## src/rtl/npc_bp.sv

```systemverilog
// Next-PC unit: owns the fetch PC, predicts with a direct-mapped BTB + 2-bit
// counters, and resolves the ID instruction to flush/redirect on a mispredict.
module npc_bp #(
    parameter int                 ADDR_W    = 32,
    parameter int                 BTB_DEPTH = 16,
    parameter logic [ADDR_W-1:0]  RESET_PC  = 'h3000
) (
    input  logic              clk,
    input  logic              rst,
    input  logic              stall,
    input  logic              res_valid,
    input  logic              res_br,
    input  logic              cmp_out,
    input  logic              jr,
    input  logic [ADDR_W-1:0] jr_addr,
    input  logic              jump,
    input  logic [25:0]       imm26,
    input  logic              ji,
    input  logic [ADDR_W-1:0] ji_addr,
    input  logic [ADDR_W-1:0] ext_imm,
    output logic [ADDR_W-1:0] pc,
    output logic              pred_taken,
    output logic              flush
);
    localparam int IDX_W = $clog2(BTB_DEPTH);
    localparam int TAG_W = ADDR_W - IDX_W - 2;

    logic [ADDR_W-1:0]    r_pc, r_id_pc, r_id_pred;
    logic                 r_id_ok;
    logic [BTB_DEPTH-1:0] r_vld;
    logic [TAG_W-1:0]     r_tag [BTB_DEPTH];
    logic [ADDR_W-1:0]    r_tgt [BTB_DEPTH];
    logic [1:0]           r_ctr [BTB_DEPTH];

    // Fetch-side lookup
    logic [IDX_W-1:0]  w_f_idx;
    logic [TAG_W-1:0]  w_f_tag;
    logic              w_f_hit;
    logic [ADDR_W-1:0] w_pred_next;

    assign w_f_idx     = r_pc[IDX_W+1:2];
    assign w_f_tag     = r_pc[ADDR_W-1:IDX_W+2];
    assign w_f_hit     = r_vld[w_f_idx] && (r_tag[w_f_idx] == w_f_tag);
    assign pred_taken  = w_f_hit && r_ctr[w_f_idx][1];
    assign w_pred_next = pred_taken ? r_tgt[w_f_idx] : r_pc + ADDR_W'(4);
    assign pc          = r_pc;

    // ID-side resolution
    logic [ADDR_W-1:0] w_id_inc, w_br_tgt, w_jmp_tgt, w_ji_tgt, w_actual;
    logic              w_act, w_br_tk, w_taken, w_cond, w_ntc;

    assign w_id_inc  = r_id_pc + ADDR_W'(4);
    assign w_br_tgt  = w_id_inc + (ext_imm << 2);
    assign w_jmp_tgt = {{(ADDR_W-28){1'b0}}, imm26, 2'b00};
    assign w_ji_tgt  = ji_addr + ext_imm;

    always_comb begin
        w_actual = w_id_inc;
        if (jr)          w_actual = jr_addr;
        else if (jump)   w_actual = w_jmp_tgt;
        else if (w_br_tk) w_actual = w_br_tgt;
        else if (ji)     w_actual = w_ji_tgt;
    end

    assign w_act   = res_valid && r_id_ok && !stall;
    assign flush   = w_act && (w_actual != r_id_pred);
    assign w_br_tk = res_br && cmp_out;
    assign w_taken = jr || jump || ji || w_br_tk;
    // A taken branch is only "conditional" when no unconditional source outranks it
    assign w_cond  = w_br_tk && !jr && !jump;
    assign w_ntc   = res_br && !w_taken;

    logic [IDX_W-1:0] w_u_idx;
    logic [TAG_W-1:0] w_u_tag;
    logic             w_u_hit;
    logic [1:0]       w_u_ctr;

    assign w_u_idx = r_id_pc[IDX_W+1:2];
    assign w_u_tag = r_id_pc[ADDR_W-1:IDX_W+2];
    assign w_u_hit = r_vld[w_u_idx] && (r_tag[w_u_idx] == w_u_tag);
    assign w_u_ctr = r_ctr[w_u_idx];

    always_ff @(posedge clk) begin
        if (rst) begin
            r_pc    <= RESET_PC;
            r_id_ok <= 1'b0;
        end else if (!stall) begin
            if (flush) begin
                r_pc    <= w_actual;
                r_id_ok <= 1'b0;
            end else begin
                r_pc      <= w_pred_next;
                r_id_pc   <= r_pc;
                r_id_pred <= w_pred_next;
                r_id_ok   <= 1'b1;
            end
        end
    end

    // BTB write happens on the edge, so a same-index lookup this cycle sees old data
    always_ff @(posedge clk) begin
        if (rst) begin
            r_vld <= '0;
        end else if (w_act) begin
            if (w_taken) begin
                r_tgt[w_u_idx] <= w_actual;
                if (w_u_hit) begin
                    r_ctr[w_u_idx] <= (w_u_ctr == 2'b11) ? 2'b11 : w_u_ctr + 2'd1;
                end else begin
                    r_vld[w_u_idx] <= 1'b1;
                    r_tag[w_u_idx] <= w_u_tag;
                    r_ctr[w_u_idx] <= w_cond ? 2'b10 : 2'b11;
                end
            end else if (w_ntc && w_u_hit) begin
                r_ctr[w_u_idx] <= (w_u_ctr == 2'b00) ? 2'b00 : w_u_ctr - 2'd1;
            end
        end
    end
endmodule

```

## config.mk

```make
export PLATFORM = sky130hd
export DESIGN_NAME = npc_bp
export DESIGN_NICKNAME = d
export VERILOG_FILES = /design/src/rtl/npc_bp.sv
export SDC_FILE = /design/constraint.sdc
export NUM_CORES = 1
export LEC_CHECK = 0
export ABC_AREA = 1
export BUFFER_PORTS_ARGS = -buffer_cell sky130_fd_sc_hd__buf_4
export CORE_ASPECT_RATIO = 2
export CORE_MARGIN = 1
export CORE_UTILIZATION = 25
export DETAILED_ROUTE_END_ITERATION = 8
export HOLD_SLACK_MARGIN = 0.15
export PLACE_DENSITY = 0.46
export SLEW_MARGIN = 20
export SYNTH_ARGS = -nofsm -noshare
export SYNTH_HDL_FRONTEND = slang
export SYNTH_SLANG_ARGS = --single-unit
```

## constraint.sdc

```tcl
create_clock -name clk -period 11.99 [get_ports clk]
set_clock_uncertainty 0.1 [all_clocks]
set_input_delay 2.398 -clock clk [delete_from_list [all_inputs] [get_ports clk]]
set_output_delay 2.398 -clock clk [all_outputs]
set_load 0.1 [all_outputs]
```

### Word-level counts from Yosys, hierarchy flattened

Memory sizes are Yosys's and may differ from the RTL's. A register that Yosys moved wholly into a read port is not among the register bits.
Cells that the tools add are included.

| storage, ports and cells | value |
|---|---|
| memory bits (read-only) | 0 |
| logic and storage cells | 95 |
| RAM bits | 960 |
| bits in registers | 113 |
| latch bits | 0 |
| input port bits | 131 |
| output and inout bits | 34 |
| memories kept | 3 |

| operators by class | value |
|---|---|
| multiply operators | 0 |
| mux-type cells | 45 |
| bitwise gates (word level) | 7 |
| shift-type cells | 0 |
| equality and inequality tests | 4 |
| $add $sub $neg | 6 |
| magnitude comparators | 3 |
| reduce and logical (&&, ||, !) cells | 22 |
| divide/modulo/power cells | 0 |

Memories:

| name | words | bits a word | read ports | clocked after Yosys merged registers in | wr ports | line | source |
|---|---|---|---|---|---|---|---|
| r_tgt | 16 | 32 | 1 | 1 | 1 | 32 | `logic [ADDR_W-1:0] r_tgt [BTB_DEPTH];` |
| r_tag | 16 | 26 | 2 | 2 | 1 | 31 | `logic [TAG_W-1:0] r_tag [BTB_DEPTH];` |
| r_ctr | 16 | 2 | 2 | 2 | 1 | 33 | `logic [1:0] r_ctr [BTB_DEPTH];` |

Operators with widths:

| cell | number |
|---|---|
| $mux 32 | 6 |
| $add 32x3->32 const B | 2 |
| $add 32x32->32 | 2 |
| $eq 26x26->1 | 2 |
| $mux 4 | 8 |
| $ne 32x32->1 | 1 |
| $mux 1 | 24 |
| $or 16x16->16 | 1 |
| $logic_and 1x1->1 | 12 |
| $lt 4x5->1 const B | 2 |
| $bmux 1 s4 | 2 |
| $mux 2 | 4 |
| $reduce_and 3->1 | 2 |
| $demux 1 s4 | 1 |
| $ge 4x1->1 const B | 1 |
| $logic_not 1->1 | 4 |
| $not 1->1 | 4 |
| $logic_or 1x1->1 | 3 |
| $add 2x1->2 const B | 1 |
| $eq 2x2->1 const B | 1 |
| $logic_not 2->1 | 1 |
| $or 1x1->1 | 2 |
| $sub 2x1->2 const B | 1 |

### Depth between registers and ports, before layout

| depth | value |
|---|---|
| word-level depth | 12 |
| depth in mapped cells | 37 |
| gate-level depth less buffers | 36 |

### Least setup slack after synthesis

Ideal clock, no wire load.

| timing path | value |
|---|---|
| path kind | input to output |
| start | in ext_imm[0] |
| end | out flush |
| path buffers | 0 |
| path slack | 4534 ps |
| stages | 24 |
| arrival time | 4958 ps |
| cells stage by stage | ha_1 > inv_1 > fa_1 > inv_1 > nand2_1 > nand3_1 > nand3_1 > nand2_1 > nand2_1 > nand2_1 > nand2_1 > nand3b_1 > nand3_1 > nand2_1 > inv_1 > nand2_1 > nand2_1 > nand2_1 > inv_1 > nand3_1 > nor2_1 > nand3_2 > nand2_4 > inv_2 |

| on the way | value |
|---|---|
| cells in the longest elaborated chain, start to end | 7 |
| elaborated cells between the ends (all ways) | 8 |

Ends and longest elaborated chain:

| item | line | source |
|---|---|---|
| from (decl) | 20 | `input logic [ADDR_W-1:0] ext_imm,` |
| $add 32x32->32 | 55 | `assign w_ji_tgt = ji_addr + ext_imm;` |
| $mux 32 | 62 | `else if (ji) w_actual = w_ji_tgt;` |
| $mux 32 (*) | 61 | `else if (w_br_tk) w_actual = w_br_tgt;` |
| $mux 32 (*) | 60 | `else if (jump) w_actual = w_jmp_tgt;` |
| $mux 32 (*) | 59 | `if (jr) w_actual = jr_addr;` |
| net w_actual[30] | 49 | `logic [ADDR_W-1:0] w_id_inc, w_br_tgt, w_jmp_tgt, w_ji_tgt, w_actual;` |
| $ne 32x32->1 (*) | 66 | `assign flush = w_act && (w_actual != r_id_pred);` |
| $logic_and 1x1->1 (*) | 66 |  |
| to (decl) | 23 | `output logic flush` |

The timed path passes the listed nets; every way through them passes the cells marked *.

### Worst setup path after layout

| timing path | value |
|---|---|
| start | reg r_id_pc[12] |
| end | out flush |

| on the way | value |
|---|---|
| cells in the longest elaborated chain, start to end | 7 |
| elaborated cells between the ends (all ways) | 8 |

Ends and longest elaborated chain:

| item | line | source |
|---|---|---|
| from (decl) | 28 | `logic [ADDR_W-1:0] r_pc, r_id_pc, r_id_pred;` |
| from (signal assigned) | 93 | `r_id_pc <= r_pc;` |
| $add 32x3->32 (*) | 52 | `assign w_id_inc = r_id_pc + ADDR_W'(4);` |
| $add 32x32->32 or $mux 32 (tied branches) | 53, 62 |  |
| $mux 32 (*) | 61 |  |
| $mux 32 (*) | 60 |  |
| $mux 32 (*) | 59 |  |
| net w_actual[29] | 49 |  |
| $ne 32x32->1 (*) | 66 |  |
| $logic_and 1x1->1 (*) | 66 |  |

Marked as above.

==> results.yml <==
run_status:
  run_status: "completed"
cts:
  numCtsBuffers: 98
  tritoncts: "yes"
  cts_htree_levels: 3
  cts.sinks: 1081
  worstSkewPairLatency_ns: 0.75
  cts_buffer_depth: 3
  root_buffer: "clkbuf_16"
  clk_pin_slew_ns: 0.07
  cts-hold-fix-buffers: 0
  cts_setup_buffers: 0
  cts_resized: 0
critical_path:
  worstSetupEndpointType: "primary output"
  path_class: "reg -> out"
  start_kind: "flop"
  cp.required_ns: 9.49
  crit_fanout: 32
  critPathArrivalTime_ns: 6.96
worst_hold_path:
  hp-class: "reg -> reg"
final_layout:
  stdcell_area_sq_um: 63700
  final_cell_mix: "nand2_1, edfxtp_1, o21ai_0"
  final_common_cell: "nand2_1"
  finalNetCount: 6345
  synthToLayoutAreaGrowth_pct: 14.0
  fillers: 23413
  post_route_cells_drive_above_1_share: 0.0858
  finish.utilization: 0.287
timing:
  min_period_ns: 9.46
  finalSetupViolCount: 0
  final_hold_viol_count: 0
  worst_slew_pin_slew_ns: 1.21
  fin_crit_sh: 0.789
  max_freq_mhz: 106
  slew_violations: 0
  fin_tns_setup_ns: 0
  rsz0062_at_grt: "no"
  slew_headroom: 0.189
synthesis:
  syn_area_sq_um: 55900
  ys_seq_area_frac: 0.571
  synthSimpleGateAreaFrac: 0.179
  synth_compound_area_frac: 0.153
  ys_warn_count: 0
  synth_fa_ha_area_frac: 0.0168
  synth.distinct_cells: 52
  synth_edf_count: 1024
  synth-async-reset-ratio: 0
  synth_top_family_by_area: "simple AND/OR/NAND/NOR gates"
  syn_nets: 6309
  syn-instance-count: 6104
  avgSynthCellArea_sq_um: 9.15
  synth-xor-area-share: 0.00925
  ys.flop_type: "edfxtp_1"
  synth_seq_cells: 1081
  synth_mux_area_frac: 0
detailed_routing:
  postRouteAntennaNets: 0
  first_pass_iters: 8
  via_count: 46681
  met1Wirelength_um: 87500
  wl_met3_um: 12100
  drtIter0Drc: 4319
  drt-wirelength-per-cell_um: 26.9
  routed_wl_um: 247000
  wl_met2_um: 126000
  highest_layer: "met5"
  drc: 0
  vias_per_cell: 5.08
place:
  dpl_cell_area_sq_um: 60400
  place.gp.congestion: 0.988
  port_buffers: 164
  dp_hpwl_um: 171000
grt:
  grt_max_degree: 192
  antenna_found_initial: 8
  grt_pass1_vias: 45951
  grt_pass1_wl_um: 343000
  overflow: 0
  grtUsageTotal: 0.214
floorplanning:
  std_cell_rows: 245
  die_w_um: 336
  io_pins: 165
  dieArea_sq_um: 225000
  initial_core_util: 0.251
  die_height_um: 670
  core_area_sq_um: 222000
flow_run:
  max_cap_violations: 0
pwr:
  vdd_drop_max_uv: 115
  power_mw: 8.86
  total_leakage_power_nw: 23.5
  pwr_density_cell_nw_per_um2: 139
==> critical path, cell delays in order, from the launching register on <==
cell	delay, ns
edfxtp_1	1.11
inv_2	0.25
nor3_1	0.52
nand2_1	0.15
nor2_1	0.19
nand3_1	0.09
nand2_1	0.22
inv_1	0.11
ha_1	0.39
nand2_1	0.11
inv_1	0.08
nand2_1	0.07
nor3_1	0.34
and2_1	0.20
nand2_1	0.07
nand3_1	0.08
nand3_1	0.08
nand3_1	0.25
nand2_1	0.42
nand2_1	0.18
nand2_1	0.07
nor2_1	0.08
nand3_1	0.08
nor2_1	0.13
nand3_2	0.11
nand2_4	0.36
inv_2	0.12
buf_4	0.27
==> per-stage QoR <==
stage	setup WS, ns	hold slack [ns]	cells
floorplan	4.53	0.345	6104
global placement	2.95	0.378	9004
detailed placement	2.88	0.380	9004
CTS	2.58	0.396	9186
global route	2.29	0.421	9187
finish	2.53	0.399	9187
==> metal layers <==
layer | track usage | vias to the layer above
li1 | - | 21260
met1 | 0.228 | 23055
met2 | 0.384 | 1768
met3 | 0.0245 | 594
met4 | 0.163 | 4
met5 | 0 | -
==> synth_stat cells (2+ instances only) <==
cell	instances	area, sq um
a211oi_1	3	22.5
a21o_1	6	45.0
a21oi_1	338	1690
a31oi_1	17	106
and2_1	3	18.8
buf_1	18	67.6
buf_2	121	606
buf_4	13	97.6
buf_6	4	45.0
clkbuf_1	180	676
clkbuf_2	3	15.0
clkinv_1	5	18.8
dfxtp_1	57	1140
edfxtp_1	1024	30700
fa_1	2	40.0
ha_1	72	901
inv_1	644	2420
inv_2	14	52.6
nand2_1	1095	4110
nand2_2	4	25.0
nand3_1	430	2150
nand3_2	6	60.1
nand3b_1	33	248
nand4_1	49	307
nor2_1	666	2500
nor2_2	12	75.1
nor2_4	2	22.5
nor3_1	28	140
nor3_2	6	60.1
nor3b_1	2	15.0
nor4_1	4	25.0
o211ai_1	151	1130
o21ai_0	730	3650
o21ai_1	85	425
o21bai_1	2	15.0
o221a_2	4	45.0
o221ai_1	99	867
o22ai_1	78	488
or2_2	24	150
xnor2_1	6	52.6
xor2_1	53	464
==> cells by family after synthesis <==
| kind of cell | count (synthesis) |
|---|---|
| adder cells (fa/ha/maj) | 74 |
| AO/OA/AOI/OAI | 1517 |
| flip-flops | 1081 |
| XOR/XNOR | 59 |
| buffers and inverters | 1002 |
| AND/OR/NAND/NOR | 2371 |
==> state kept, by name, indices dropped and copies added (netlist names), named ones only <==
signal / flops
pc: 32
r_tgt: 512
r_id_ok: 1
r_tag: 416
r_vld: 16
r_id_pred: 32
r_ctr: 32
r_id_pc: 32
==> cell type report <==
type | count | area, sq um | area share
sequential | 1081 | 31900 | 0.501
multi-input combinational | 4021 | 20200 | 0.317
tap | 2964 | 3710 | 0.0582
clock buffer | 125 | 2600 | 0.0409
inverter | 663 | 2500 | 0.0393
timing repair buffer | 275 | 2110 | 0.0332
clock inverter | 57 | 634 | 0.00996
antenna | 1 | 2.50 | 0.0000393
==> power by group <==
part	leakage, nW	switching, mW	internal [mW]	total, mW
clock network	1.56	1.53	1.73	3.26
logic	12.2	1.02	0.344	1.37
registers	9.72	0.0645	4.17	4.24
==> final timing paths <==
path               startpoint            end  slack [ns]  cells past startpoint
setup / recovery  r_id_pc[12]          flush        2.53                     27
hold / removal       r_vld[3]       r_vld[3]        0.40                      2
setup reg to reg  r_id_pc[12]  r_id_pred[21]        4.21                     28
hold reg to reg      r_vld[3]       r_vld[3]        0.40                      2
No activity file was read; power rests on OpenSTA's default activity.
